## src/rtl/des_pkg.sv

```systemverilog
// -----------------------------------------------------------------------------
// des_pkg
// Shared definitions for the byte-serial DES front/back end: the frame state
// encoding, header bit positions, block size and default core timing.
// No ports (package).
// -----------------------------------------------------------------------------
package des_pkg;

  // Frame sequencer states.
  typedef enum logic [2:0] {
    HDR  = 3'd0,
    KEY  = 3'd1,
    DATA = 3'd2,
    KLD  = 3'd3,
    KGAP = 3'd4,
    DLD  = 3'd5,
    WAIT = 3'd6,
    OUT  = 3'd7
  } state_e;

  localparam int HDR_F         = 0;   // header bit: 1 = encrypt
  localparam int HDR_NK        = 1;   // header bit: 8 key bytes follow
  localparam int BYTES_PER_BLK = 8;
  localparam int DES_LAT_DEF   = 18;  // datin sampling edge -> etxt valid edge
  localparam int KEY_GAP_DEF   = 1;   // idle cycles between keyin and datin

  // States in which the input stream is accepted.
  function automatic logic takes_input(state_e s);
    return (s == HDR) || (s == KEY) || (s == DATA);
  endfunction

endpackage

```

## src/rtl/des_shift64.sv

```systemverilog
// -----------------------------------------------------------------------------
// des_shift64
// 64-bit register used for the key, the plaintext and the result buffers.
// Priority: parallel load, then byte shift-in at the LSB, then shift-left-8.
// Ports:
//   ck, rst_n     clock, asynchronous active-low reset
//   load_i        parallel load of load_val_i
//   shin_i        shift left 8 and insert shin_byte_i at bits [7:0]
//   shl_i         shift left 8, zero fill
//   q_o           register contents
//   msb_o         bits [63:56]
// -----------------------------------------------------------------------------
module des_shift64 (
  input  logic        ck,
  input  logic        rst_n,
  input  logic        load_i,
  input  logic [63:0] load_val_i,
  input  logic        shin_i,
  input  logic [7:0]  shin_byte_i,
  input  logic        shl_i,
  output logic [63:0] q_o,
  output logic [7:0]  msb_o
);

  logic [63:0] data_q;

  // Register update; holds its value when no operation is requested.
  always_ff @(posedge ck or negedge rst_n) begin
    if (!rst_n) begin
      data_q <= 64'h0;
    end else if (load_i) begin
      data_q <= load_val_i;
    end else if (shin_i) begin
      data_q <= {data_q[55:0], shin_byte_i};
    end else if (shl_i) begin
      data_q <= {data_q[55:0], 8'h00};
    end else begin
      data_q <= data_q;
    end
  end

  assign q_o   = data_q;
  assign msb_o = data_q[63:56];

endmodule

```

## src/rtl/des_byte_link.sv

```systemverilog
// -----------------------------------------------------------------------------
// des_byte_link
// Byte-serial wrapper around a 64-bit DES core. Receives a frame
// (header, optional 8 key bytes, 8 data bytes, all MSB-first), issues the
// keyin-then-datin pulse sequence to the core, captures etxt after DES_LAT
// cycles and returns it as 8 bytes, MSB-first.
// Ports:
//   ck, rst_n                  clock, asynchronous active-low reset
//   in_byte/in_valid/in_ready  input byte stream
//   out_byte/out_valid/out_ready result byte stream
//   busy                       frame in progress
//   err                        one-cycle pulse: data frame dropped, no key loaded
//   des_k/des_keyin/des_f      key, key-load pulse and direction to the core
//   des_ptxt/des_datin         data block and data-load pulse to the core
//   des_etxt                   core result
// All outputs are registered.
// -----------------------------------------------------------------------------
module des_byte_link
  import des_pkg::*;
#(
  parameter int DES_LAT = DES_LAT_DEF,
  parameter int KEY_GAP = KEY_GAP_DEF
) (
  input  logic        ck,
  input  logic        rst_n,
  input  logic [7:0]  in_byte,
  input  logic        in_valid,
  output logic        in_ready,
  output logic [7:0]  out_byte,
  output logic        out_valid,
  input  logic        out_ready,
  output logic        busy,
  output logic        err,
  output logic [63:0] des_k,
  output logic        des_keyin,
  output logic        des_f,
  output logic [63:0] des_ptxt,
  output logic        des_datin,
  input  logic [63:0] des_etxt
);

  localparam int         LAT_W     = $clog2(DES_LAT + 1);
  localparam int         GAP_W     = (KEY_GAP > 0) ? $clog2(KEY_GAP + 1) : 1;
  localparam logic [2:0] LAST_BYTE = 3'(BYTES_PER_BLK - 1);

  state_e             state_q, state_d;
  logic [2:0]         bcnt_q, bcnt_d;
  logic [LAT_W-1:0]   lat_q, lat_d;
  logic [GAP_W-1:0]   gap_q, gap_d;
  logic               f_req_q, f_req_d;
  logic               nk_q, nk_d;
  logic               key_valid_q, key_valid_d;
  logic               cur_f_q, cur_f_d;
  logic               des_f_q, des_f_d;
  logic               keyin_q, datin_q, err_q, err_d;
  logic               in_ready_q, out_valid_q, busy_q;

  logic               in_acc_s, out_acc_s;
  logic               key_shin_s, ptxt_shin_s, out_load_s, out_shl_s;
  logic [7:0]         key_msb_unused_s, ptxt_msb_unused_s;
  logic [63:0]        out_q_unused_s;

  // in_ready/out_valid are registered copies of the state decode, so the
  // handshakes use the registered versions to stay consistent with the pins.
  assign in_acc_s  = in_valid && in_ready_q;
  assign out_acc_s = out_valid_q && out_ready;

  des_shift64 u_key (
    .ck(ck), .rst_n(rst_n),
    .load_i(1'b0), .load_val_i(64'h0),
    .shin_i(key_shin_s), .shin_byte_i(in_byte),
    .shl_i(1'b0),
    .q_o(des_k), .msb_o(key_msb_unused_s)
  );

  des_shift64 u_ptxt (
    .ck(ck), .rst_n(rst_n),
    .load_i(1'b0), .load_val_i(64'h0),
    .shin_i(ptxt_shin_s), .shin_byte_i(in_byte),
    .shl_i(1'b0),
    .q_o(des_ptxt), .msb_o(ptxt_msb_unused_s)
  );

  des_shift64 u_out (
    .ck(ck), .rst_n(rst_n),
    .load_i(out_load_s), .load_val_i(des_etxt),
    .shin_i(1'b0), .shin_byte_i(8'h00),
    .shl_i(out_shl_s),
    .q_o(out_q_unused_s), .msb_o(out_byte)
  );

  // Next-state, counter and shift-control decode for the frame sequencer.
  always_comb begin
    state_d     = state_q;
    bcnt_d      = bcnt_q;
    lat_d       = lat_q;
    gap_d       = gap_q;
    f_req_d     = f_req_q;
    nk_d        = nk_q;
    key_valid_d = key_valid_q;
    cur_f_d     = cur_f_q;
    des_f_d     = des_f_q;
    err_d       = 1'b0;
    key_shin_s  = 1'b0;
    ptxt_shin_s = 1'b0;
    out_load_s  = 1'b0;
    out_shl_s   = 1'b0;

    case (state_q)
      HDR: begin
        if (in_acc_s) begin
          f_req_d = in_byte[HDR_F];
          nk_d    = in_byte[HDR_NK];
          bcnt_d  = 3'd0;
          state_d = in_byte[HDR_NK] ? KEY : DATA;
        end else begin
          state_d = HDR;
        end
      end
      KEY: begin
        if (in_acc_s) begin
          key_shin_s = 1'b1;
          bcnt_d     = bcnt_q + 3'd1;
          state_d    = (bcnt_q == LAST_BYTE) ? DATA : KEY;
        end else begin
          state_d = KEY;
        end
      end
      DATA: begin
        if (in_acc_s) begin
          ptxt_shin_s = 1'b1;
          bcnt_d      = bcnt_q + 3'd1;
          if (bcnt_q != LAST_BYTE) begin
            state_d = DATA;
          end else if (!nk_q && !key_valid_q) begin
            err_d   = 1'b1;
            state_d = HDR;
          end else if (nk_q || (f_req_q != cur_f_q)) begin
            // Direction and key bookkeeping change on entry to KLD so that
            // des_f is already valid during the keyin pulse.
            des_f_d     = f_req_q;
            key_valid_d = 1'b1;
            cur_f_d     = f_req_q;
            state_d     = KLD;
          end else begin
            state_d = DLD;
          end
        end else begin
          state_d = DATA;
        end
      end
      KLD: begin
        gap_d   = '0;
        state_d = (KEY_GAP > 0) ? KGAP : DLD;
      end
      KGAP: begin
        if (int'(gap_q) + 1 >= KEY_GAP) begin
          state_d = DLD;
        end else begin
          gap_d   = gap_q + GAP_W'(1);
          state_d = KGAP;
        end
      end
      DLD: begin
        lat_d   = '0;
        state_d = WAIT;
      end
      WAIT: begin
        // Terminal edge is the DES_LAT-th edge after the datin sampling edge.
        if (int'(lat_q) + 1 >= DES_LAT) begin
          out_load_s = 1'b1;
          bcnt_d     = 3'd0;
          state_d    = OUT;
        end else begin
          lat_d   = lat_q + LAT_W'(1);
          state_d = WAIT;
        end
      end
      OUT: begin
        if (out_acc_s) begin
          out_shl_s = 1'b1;
          bcnt_d    = bcnt_q + 3'd1;
          state_d   = (bcnt_q == LAST_BYTE) ? HDR : OUT;
        end else begin
          state_d = OUT;
        end
      end
      default: begin
        state_d = HDR;
      end
    endcase
  end

  // Sequencer state and registered outputs; pulses and handshake flags are
  // decoded from the next state so they align with the state they belong to.
  always_ff @(posedge ck or negedge rst_n) begin
    if (!rst_n) begin
      state_q     <= HDR;
      bcnt_q      <= 3'd0;
      lat_q       <= '0;
      gap_q       <= '0;
      f_req_q     <= 1'b0;
      nk_q        <= 1'b0;
      key_valid_q <= 1'b0;
      cur_f_q     <= 1'b0;
      des_f_q     <= 1'b0;
      keyin_q     <= 1'b0;
      datin_q     <= 1'b0;
      err_q       <= 1'b0;
      in_ready_q  <= 1'b0;
      out_valid_q <= 1'b0;
      busy_q      <= 1'b0;
    end else begin
      state_q     <= state_d;
      bcnt_q      <= bcnt_d;
      lat_q       <= lat_d;
      gap_q       <= gap_d;
      f_req_q     <= f_req_d;
      nk_q        <= nk_d;
      key_valid_q <= key_valid_d;
      cur_f_q     <= cur_f_d;
      des_f_q     <= des_f_d;
      keyin_q     <= (state_d == KLD);
      datin_q     <= (state_d == DLD);
      err_q       <= err_d;
      in_ready_q  <= takes_input(state_d);
      out_valid_q <= (state_d == OUT);
      busy_q      <= (state_d != HDR);
    end
  end

  assign in_ready  = in_ready_q;
  assign out_valid = out_valid_q;
  assign busy      = busy_q;
  assign err       = err_q;
  assign des_keyin = keyin_q;
  assign des_datin = datin_q;
  assign des_f     = des_f_q;

endmodule
```

## config.mk

```make
export PLATFORM = sky130hd
export DESIGN_NAME = des_byte_link
export DESIGN_NICKNAME = d
export VERILOG_FILES = /design/src/rtl/des_pkg.sv /design/src/rtl/des_shift64.sv /design/src/rtl/des_byte_link.sv
export SDC_FILE = /design/constraint.sdc
export NUM_CORES = 1
export LEC_CHECK = 0
export BUFFER_PORTS_ARGS = -buffer_cell sky130_fd_sc_hd__buf_2
export CAP_MARGIN = 20
export CORE_MARGIN = 3
export CORE_UTILIZATION = 48
export CTS_CLUSTER_DIAMETER = 50
export DETAILED_ROUTE_END_ITERATION = 8
export HOLD_SLACK_MARGIN = 0.1
export PLACE_DENSITY = 0.85
export SLEW_MARGIN = 20
export SYNTH_ARGS = -nofsm -noshare
export SYNTH_HDL_FRONTEND = slang
export SYNTH_SLANG_ARGS = --single-unit
```

## constraint.sdc

```tcl
create_clock -name ck -period 2 [get_ports ck]
set_clock_uncertainty 0.05 [all_clocks]
set_input_delay 0.3 -clock ck [delete_from_list [all_inputs] [get_ports ck]]
set_output_delay 0.3 -clock ck [all_outputs]
set_load 0.01 [all_outputs]
```

==> impl_metrics.json, run 1 <==
{
  "synth_top_cell_by_area": "dfrtp_1",
  "p_total_w": 0.0146,
  "gr-total-overflow": 0,
  "syn_area_um2": 8870,
  "syn_to_final_growth_pct": 36.9,
  "power.leakage_nw": 6.53,
  "post-route-cell-area_um2": 12100,
  "viasPerCell": 5.34,
  "async_flop_share_pct": 100,
  "dpl.cell_count": 1205,
  "yosysSeqAreaShare_pct": 60.1,
  "timing.fmax_ghz": 0.477,
  "synthTopCellsByArea": "dfrtp_1, nand2_1, mux2_2",
  "setup_slack_ns": -0.0986,
  "crit_path_cell_trace": "inv_1 -> ha_1 -> nor2b_1 -> o2111a_2 -> o221ai_4 -> a21oi_4 -> clkbuf_16 -> a221o_1",
  "min_period_over_period_pct": 105,
  "violations": "negative setup slack",
  "gp_congestion": 0.810,
  "drtAntennaViolNets": 0,
  "core_um2": 18000,
  "cts_buffer_depth": 3,
  "finalHoldViolCount": 0,
  "antenna_cells": 0,
  "initial_core_util_pct": 49.2,
  "clock_latency_ns": 0.52,
  "finalSetupViolCount": 53,
  "die-area_um2": 20100,
  "yosys_warnings": 0,
  "min_period_ns": 2.10,
  "drc": 0,
  "whs_ns": 0.269,
  "postSynthAreaPerCell_um2": 11.4,
  "relSlewSlack_pct": 55.7,
  "worst_pin_slew_ns": 0.664,
  "cts_tree": "built",
  "power.density_nw_per_um2": 1200,
  "slew_violations": 0,
  "grt_util_all_layers_pct": 23.5,
  "grt_pass1_wl_mm": 38.3,
  "routed_wl_mm": 24.8,
  "vias": 7094,
  "clock-root-buffer": "clkbuf_16",
  "wl_per_cell_um": 18.7,
  "critical-path-slowest-cell": "dfrtp_1",
  "htreeDepth": 1,
  "hpwl_mm": 14.8,
  "critPathKind": "register to register",
  "max_stage_delay_ns": 0.36,
  "ys_ff_latch": 213,
  "dr.pass1.iters": 5,
  "rows": 49,
  "critPathArrivalTime_ns": 2.43,
  "grt_max_degree": 65,
  "status": "finished, violations left",
  "dpl_cell_area_um2": 10300,
  "ys_top_cells_by_count": "nand2_1, dfrtp_1, mux2_2, and2_1, a221o_1",
  "post-route-util_pct": 67.3,
  "drive_gt1_share_pct": 36.3,
  "cts.sinks": 213,
  "crit_fanout": 8,
  "portBuffers": 218,
  "end_kind": "register",
  "clkTransAtPathRegs_ns": 0.06,
  "critPathRequiredTime_ns": 2.34,
  "nets": 1161,
  "cp_top_family": "compound AO/OA/AOI/OAI gates",
  "path_buf_inv": 2,
  "rsz0062_at_grt": "yes",
  "numCtsBuffers": 25,
  "ir_drop_uv": 815,
  "drt_iter0_markers": 432,
  "synth.top_cell.area_share_pct": 60.1,
  "postSynthCellCount": 775,
  "io_pins": 219,
  "yosysMostFrequentCell": "nand2_1",
  "start_kind": "register",
  "syn_nets": 855,
  "stdcell_count": 1329,
  "hold_class": "input pin to async pin",
  "synth-edff-count": 0,
  "drv_cap": 0,
  "antenna_found_initial": 0,
  "die_x_um": 142,
  "dieHeight_um": 142,
  "fillers": 1273,
  "ys.flop_type": "dfrtp_1",
  "grt_pass1_vias": 7394,
  "synth_cell_types": 47
}
[state kept, by name (all words and copies together), names as in the netlist]
signal / flops
u_key.q_o: 64
bcnt_q: 3
err: 1
key_valid_q: 1
out_valid: 1
u_out.q_o: 64
des_datin: 1
des_keyin: 1
lat_q: 5
busy: 1
f_req_q: 1
in_ready: 1
des_f: 1
u_ptxt.q_o: 64
state_q: 3
nk_q: 1
[what timing repair did]
item | CTS | global route
setup endpoints to repair | 56 | 73
pin swaps | 0 | 5
gates resized for setup | 20 | 22
buffers inserted | 0 | 1
hold buffers | 73 | 0
gates cloned | 0 | 4
hold endpoints to repair | 128 | 0
[through the flow]
step           setup TNS (ns)  setup WS (ns)
2_1_floorplan           -3.12        -0.0748
3_3_place_gp            -1.31        -0.0508
3_5_place_dp            -2.68         -0.115
4_1_cts                 -1.82        -0.0607
5_1_grt                 -9.39         -0.177
6_report                -3.08        -0.0986
[where the power goes]
part | leakage, nW | internal (W) | switching [W] | total (W)
Clock | 0.426 | 0.00285 | 0.00183 | 0.00468
Combinational | 3.23 | 0.00202 | 0.00206 | 0.00408
Sequential | 2.87 | 0.00519 | 0.000640 | 0.00583
[worst paths after layout]
kind                       slack, ns      startpoint  cells after the start        endpoint
max                             -0.1        lat_q[1]                      8   u_out.q_o[61]
min                             0.27           rst_n                      2   u_out.q_o[57]
max reg2reg                     -0.1        lat_q[1]                      8   u_out.q_o[61]
min reg2reg                     0.42  u_ptxt.q_o[58]                      2  u_ptxt.q_o[58]
max in group asynchronous       1.03           rst_n                      3       bcnt_q[0]
min in group ck                 0.31       out_ready                      4       out_valid
[cell families after synthesis]
family          Yosys count  share of synthesized area (%)
simple gates            322                           16.3
flops                   213                           60.1
compound gates           95                           8.93
mux                      79                           9.88
buf+inv                  60                           4.05
fa+ha+maj                 4                          0.565
xor+xnor                  2                          0.198
[cells in the final DEF (no fill, tap or decap), drive strengths merged, types with 11 or more instances in the layout]
| cell | count |
|---|---|
| dfrtp | 213 |
| mux2 | 68 |
| buf | 255 |
| mux2i | 11 |
| nand3 | 23 |
| and2 | 51 |
| clkbuf | 39 |
| dlygate4sd3 | 73 |
| nand2 | 214 |
| a221o | 48 |
| inv | 12 |
| o21ai | 23 |
[layer usage]
metal	global-route usage [%]	vias to the layer above	wire [um]
li1	-	3274	-
met1	28.6	3498	9540
met2	41.0	270	12700
met3	6.30	52	1910
met4	7.32	0	643
met5	0	-	0
[final cells by class]
cell class / instances / area (um^2) / share of cell area, %
clock buffer: 35 / 733 / 6.04
clock inverter: 11 / 133 / 1.09
inverter: 7 / 26.3 / 0.217
multi-input combinational: 502 / 3300 / 27.2
sequential: 213 / 5330 / 43.9
tap: 229 / 287 / 2.36
timing repair buffer: 332 / 2330 / 19.2
Power figures use the tool's default switching activity.
==> inputs of run 2 (changes only) <==
--- a/config.mk
+++ b/config.mk
@@ -8,12 +8,12 @@
 export BUFFER_PORTS_ARGS = -buffer_cell sky130_fd_sc_hd__buf_2
 export CAP_MARGIN = 20
 export CORE_MARGIN = 3
-export CORE_UTILIZATION = 48
+export CORE_UTILIZATION = 57
 export CTS_CLUSTER_DIAMETER = 50
 export DETAILED_ROUTE_END_ITERATION = 8
 export HOLD_SLACK_MARGIN = 0.1
-export PLACE_DENSITY = 0.85
-export SLEW_MARGIN = 20
+export PLACE_DENSITY = 0.94
+export SLEW_MARGIN = 0
 export SYNTH_ARGS = -nofsm -noshare
 export SYNTH_HDL_FRONTEND = slang
 export SYNTH_SLANG_ARGS = --single-unit
==> constraint.sdc (replaced) <==
create_clock -name ck -period 2.7 [get_ports ck]
set_clock_uncertainty 0.05 [all_clocks]
set_input_delay 0.405 -clock ck [delete_from_list [all_inputs] [get_ports ck]]
set_output_delay 0.405 -clock ck [all_outputs]
set_load 0.01 [all_outputs]
==> run 2 against run 1 <==
Non-clock buffer count is 34 lower. Sequential share of layout area rose by 2.4 points. The run now ends clean. Critical endpoint is now bcnt_q[0]. Flip-flop and latch count did not move. Highest routed layer unchanged.
==> impl_metrics.json, run 2 (same netlist as run 1, synthesis figures left out) <==
{
  "status": "complete, no violations",
  "worst_pin_slew_ns": 0.806,
  "drt_iter0_markers": 638,
  "post-route-cell-area_um2": 11500,
  "dieHeight_um": 131,
  "hp-start": "des_etxt[6]",
  "power.density_nw_per_um2": 889,
  "critical-path-slowest-cell": "dfrtp_1",
  "fillers": 852,
  "gr-total-overflow": 0,
  "hold_class": "input pin to register",
  "grt_pass1_wl_mm": 38.5,
  "viasPerCell": 5.83,
  "swShare_pct": 32.4,
  "htreeDepth": 1,
  "finalSetupViolCount": 0,
  "finalHoldViolCount": 0,
  "regArea_um2": 5330,
  "final_common_cell": "buf_2",
  "cp_top_family": "compound AO/OA/AOI/OAI gates",
  "hpwl_mm": 14.4,
  "gp_congestion": 0.914,
  "startpoint": "lat_q[0]",
  "p_seq_share_pct": 42.8,
  "min_period_over_period_pct": 92.7,
  "die-area_um2": 17100,
  "start_kind": "register",
  "power.leakage_nw": 6.27,
  "p_sw_w": 0.00332,
  "cts_resized": 0,
  "syn_to_final_growth_pct": 29.7,
  "slew_violations": 0,
  "cts.sinks": 213,
  "rsz0062_at_grt": "no",
  "multi_input_area_um2": 3210,
  "clkTransAtPathRegs_ns": 0.06,
  "die_x_um": 131,
  "path_buf_inv": 2,
  "vias": 7282,
  "timing.fmax_ghz": 0.400,
  "rows": 44,
  "dpl_cell_area_um2": 10000,
  "pwr-share-clk_pct": 31.8,
  "nets": 1127,
  "min_period_ns": 2.50,
  "critPathKind": "register to register",
  "combPwrFrac_pct": 25.3,
  "r2r-start": "lat_q[0]",
  "p_int_w": 0.00691,
  "grt_util_all_layers_pct": 28.6,
  "portBuffers": 218,
  "critPathArrivalTime_ns": 2.84,
  "end_kind": "register",
  "post_cts_buffers": 0,
  "cpMostUsedCell": "buf_4",
  "layout_common_cells": "buf_2, nand2_1, dfrtp_1",
  "drc": 0,
  "max_stage_delay_ns": 0.45,
  "ir_drop_uv": 748,
  "initial_core_util_pct": 59.6,
  "relSlewSlack_pct": 46.3,
  "antenna_found_initial": 0,
  "setup-tns-final_ns": 0,
  "crit_fanout": 21,
  "grt_max_degree": 65,
  "io_pins": 219,
  "drv_cap": 0,
  "wl_per_cell_um": 19.8,
  "core_um2": 14900,
  "routed_wl_mm": 24.7,
  "drive_gt1_share_pct": 33.6,
  "critPathRequiredTime_ns": 3.04,
  "grt_pass1_vias": 7484,
  "cts_tree": "built",
  "clock-root-buffer": "clkbuf_16",
  "cts_buffer_depth": 3,
  "crit_path_cell_trace": "ha_1 -> nor2b_1 -> o2111a_1 -> o221ai_2 -> buf_4 -> o21ai_0 -> buf_4 -> mux2_2",
  "clock_latency_ns": 0.52,
  "drtAntennaViolNets": 0,
  "numCtsBuffers": 24,
  "antenna_cells": 0,
  "dr.pass1.iters": 5
}
[run 2: per-stage QoR]
| stage | util, % | power (W) | hold slack, ns | worst slack [ns] | std cells |
|---|---|---|---|---|---|
| 3_5_place_dp | 67.5 | 0.00670 | 0.364 | 0.0396 | 1138 |
| 5_1_grt | 77.4 | 0.0107 | 0.106 | 0.131 | 1248 |
| 6_report | 77.4 | 0.0102 | 0.126 | 0.197 | 1248 |
| 3_3_place_gp | 67.5 | 0.00654 | 0.361 | 0.144 | 1138 |
| 4_1_cts | 77.2 | 0.0100 | 0.102 | 0.00854 | 1246 |
| 2_1_floorplan | - | 0.00594 | 0.0594 | 0.584 | 775 |
[run 2: timing repair]
item | CTS | global route
endpoints found under the setup margin | 18 | 0
endpoints found under the hold margin | 121 | 1
hold buffers | 64 | 1
[run 2: worst paths after layout]
check / cells after the start / slack [ns] / endpoint
worst max register to register: 8 / 0.20 / bcnt_q[0]
max in group asynchronous: 3 / 1.47 / u_ptxt.q_o[56]
worst max-delay path: 8 / 0.20 / bcnt_q[0]
min in group asynchronous: 2 / 0.39 / u_out.q_o[61]
worst min-delay path: 3 / 0.13 / u_out.q_o[6]
worst min register to register: 2 / 0.42 / u_ptxt.q_o[60]
[run 2: tightest hold or removal path: stages]
cell and delay [ns]:
buf_2 0.08, nand3_1 0.05, o21ai_0 0.10
[run 2: layout make-up]
| class | count | area share [%] |
|---|---|---|
| multi-input cells | 503 | 27.9 |
| clock buffers | 33 | 6.04 |
| repair buffers | 298 | 16.6 |
| well taps | 184 | 2.00 |
| clock inverters | 10 | 0.892 |
| inverters | 7 | 0.228 |
| flip-flops and latches | 213 | 46.3 |
[run 2: power by group through the flow]
| stage | registers (W) | clock network [W] | logic (W) |
|---|---|---|---|
| floorplan | 0.00428 | 0 | 0.00166 |
| global placement | 0.00432 | 0 | 0.00223 |
| detailed placement | 0.00434 | 0 | 0.00236 |
| CTS | 0.00431 | 0.00326 | 0.00248 |
| global route | 0.00443 | 0.00344 | 0.00282 |
| finish | 0.00438 | 0.00326 | 0.00259 |
[run 2: per-layer routing]
layer	wire (um)	share of wire (%)	up-vias	global-route usage (%)
met2	12400	50	409	48.8
met3	2170	8.8	85	7.03
li1	-	-	3204	-
met1	9150	37	3584	35.6
met5	0	0	-	0
met4	944	3.8	0	10.4
==> inputs of run 3 (changes only) <==
--- a/config.mk
+++ b/config.mk
@@ -7,8 +7,10 @@
 export LEC_CHECK = 0
 export BUFFER_PORTS_ARGS = -buffer_cell sky130_fd_sc_hd__buf_2
 export CAP_MARGIN = 20
+export CELL_PAD_IN_SITES_DETAIL_PLACEMENT = 1
+export CELL_PAD_IN_SITES_GLOBAL_PLACEMENT = 1
 export CORE_MARGIN = 3
-export CORE_UTILIZATION = 57
+export CORE_UTILIZATION = 45
 export CTS_CLUSTER_DIAMETER = 50
 export DETAILED_ROUTE_END_ITERATION = 8
 export HOLD_SLACK_MARGIN = 0.1
==> run 3 against run 2 <==
First-iteration DRC count down 30%. Worst setup slack better by 0.0056 ns. Sequential share of layout area down 0.65 points. Die area up 25%. Utilization down 16 points. Routed wire length up 33%. Register-to-register slack about the same. Global-route usage up 1.8 points. Sequential power up 1%. Fmax up 0.22%. Clock power up 8.6%. Largest cell class unchanged.
==> impl_metrics.json, run 3 (same netlist as run 1, synthesis figures left out) <==
{
  "status": "complete, no violations",
  "stdcell_count": 1328,
  "power.leakage_nw": 6.30,
  "final_common_cell": "buf_2",
  "r2r-start": "lat_q[0]",
  "gr-total-overflow": 0,
  "finalSetupViolCount": 0,
  "max_stage_delay_ns": 0.46,
  "core_um2": 19000,
  "min_period_over_period_pct": 92.5,
  "grt_max_degree": 65,
  "htreeDepth": 1,
  "rows": 50,
  "startpoint": "lat_q[0]",
  "hold_class": "input pin to register",
  "cts.sinks": 213,
  "critPathKind": "register to register",
  "power.density_nw_per_um2": 916,
  "slew_violations": 0,
  "post_cts_buffers": 0,
  "dieHeight_um": 146,
  "path_buf_inv": 1,
  "end_kind": "register",
  "clkTransAtPathRegs_ns": 0.06,
  "dr.pass1.iters": 6,
  "fillers": 2005,
  "clock-root-buffer": "clkbuf_16",
  "gp_congestion": 0.856,
  "hpwl_mm": 18.4,
  "clock_latency_ns": 0.53,
  "rsz0062_at_grt": "no",
  "critical-path-slowest-cell": "dfrtp_1",
  "layout_common_cells": "buf_2, nand2_1, dfrtp_1",
  "wl_per_cell_um": 24.8,
  "relSlewSlack_pct": 54.1,
  "cts_resized": 0,
  "grt_pass1_vias": 8380,
  "antenna_cells": 0,
  "die_x_um": 146,
  "critPathArrivalTime_ns": 2.88,
  "cts_buffer_depth": 3,
  "ir_drop_uv": 795,
  "crit_fanout": 19,
  "antenna_found_initial": 3,
  "cts_tree": "built",
  "die-area_um2": 21400,
  "drive_gt1_share_pct": 34.0,
  "viasPerCell": 5.65,
  "p_total_w": 0.0107,
  "vias": 7499,
  "hp-start": "des_etxt[46]",
  "dpl.cell_count": 1220,
  "drc": 0,
  "crit_path_cell_trace": "ha_1 -> nand2b_1 -> o2111a_1 -> o221a_2 -> nor2_4 -> buf_4 -> a221o_1",
  "finalHoldViolCount": 0,
  "drt_iter0_markers": 447,
  "worst_pin_slew_ns": 0.688,
  "syn_to_final_growth_pct": 31.5,
  "io_pins": 219,
  "drv_cap": 0,
  "nets": 1129,
  "drtAntennaViolNets": 0,
  "critPathRequiredTime_ns": 3.09,
  "numCtsBuffers": 26,
  "start_kind": "register",
  "timing.fmax_ghz": 0.400,
  "routed_wl_mm": 32.9,
  "setup-tns-final_ns": 0,
  "grt_pass1_wl_mm": 51.1,
  "cp_top_family": "compound AO/OA/AOI/OAI gates",
  "initial_core_util_pct": 46.6,
  "grt_util_all_layers_pct": 30.4,
  "whs_ns": 0.106,
  "portBuffers": 218,
  "min_period_ns": 2.50
}
run 3: cell types whose count changed in the layout (fill, tap and decap cells not counted), moves of 2 or more:
cell	previous run	this run
clkbuf_8	7	2
buf_4	11	15
dlygate4sd3_1	65	61
clkinvlp_4	0	3
buf_12	3	5
clkbuf_1	3	5
clkbuf_16	24	26
run 3: repair_timing:
item	CTS	global route
hold endpoints to repair	115	1
endpoints found under the setup margin	0	0
hold buffers	60	1
run 3: final timing paths:
| path | to | depth (start not counted) | slack, ns |
|---|---|---|---|
| max reg2reg | u_out.q_o[30] | 7 | 0.20 |
| min reg2reg | u_ptxt.q_o[58] | 2 | 0.43 |
| min in group asynchronous | u_out.q_o[37] | 2 | 0.36 |
| min | u_out.q_o[46] | 3 | 0.11 |
| max in group asynchronous | u_out.q_o[1] | 3 | 1.41 |
| max | u_out.q_o[30] | 7 | 0.20 |
run 3: cell type report:
type                            count  area, um^2  area share [%]
Clock buffer                       33         697            5.98
Sequential cell                   213        5330            45.7
Tap cell                          260         325            2.79
Clock inverter                     14         160            1.37
Inverter                            7        26.3           0.225
Timing Repair Buffer              299        1920            16.5
Multi-Input combinational cell    502        3200            27.4
run 3: where the power goes:
group          internal (W)  total [W]  switching [W]
clock network       0.00205    0.00354        0.00150
logic               0.00116    0.00270        0.00154
registers           0.00384    0.00444       0.000592
total               0.00705     0.0107        0.00363
run 3: worst reg2reg max path: stages (launching register included):
cell and delay (ns):
dfrtp_1 0.46, ha_1 0.28, nand2b_1 0.19, o2111a_1 0.19
o221a_2 0.34, nor2_4 0.43, buf_4 0.28, a221o_1 0.21
run 3: routing by layer:
layer / vias up / wire (um) / GRT usage (%)
met5: - / 79 / 1.36
met1: 3805 / 11300 / 32.9
met4: 8 / 1600 / 12.1
li1: 3193 / - / -
met3: 111 / 2520 / 7.88
met2: 382 / 17400 / 56.2
run 3: metrics by stage:
step	instance area (um^2)	setup slack, ns	utilization, %
6_report	11700	0.203	61.3
5_1_grt	11700	0.0928	61.3
4_1_cts	11700	0.233	61.3
3_5_place_dp	10200	0.294	53.6
3_3_place_gp	10200	0.109	53.5
2_1_floorplan	8870	0.584	-
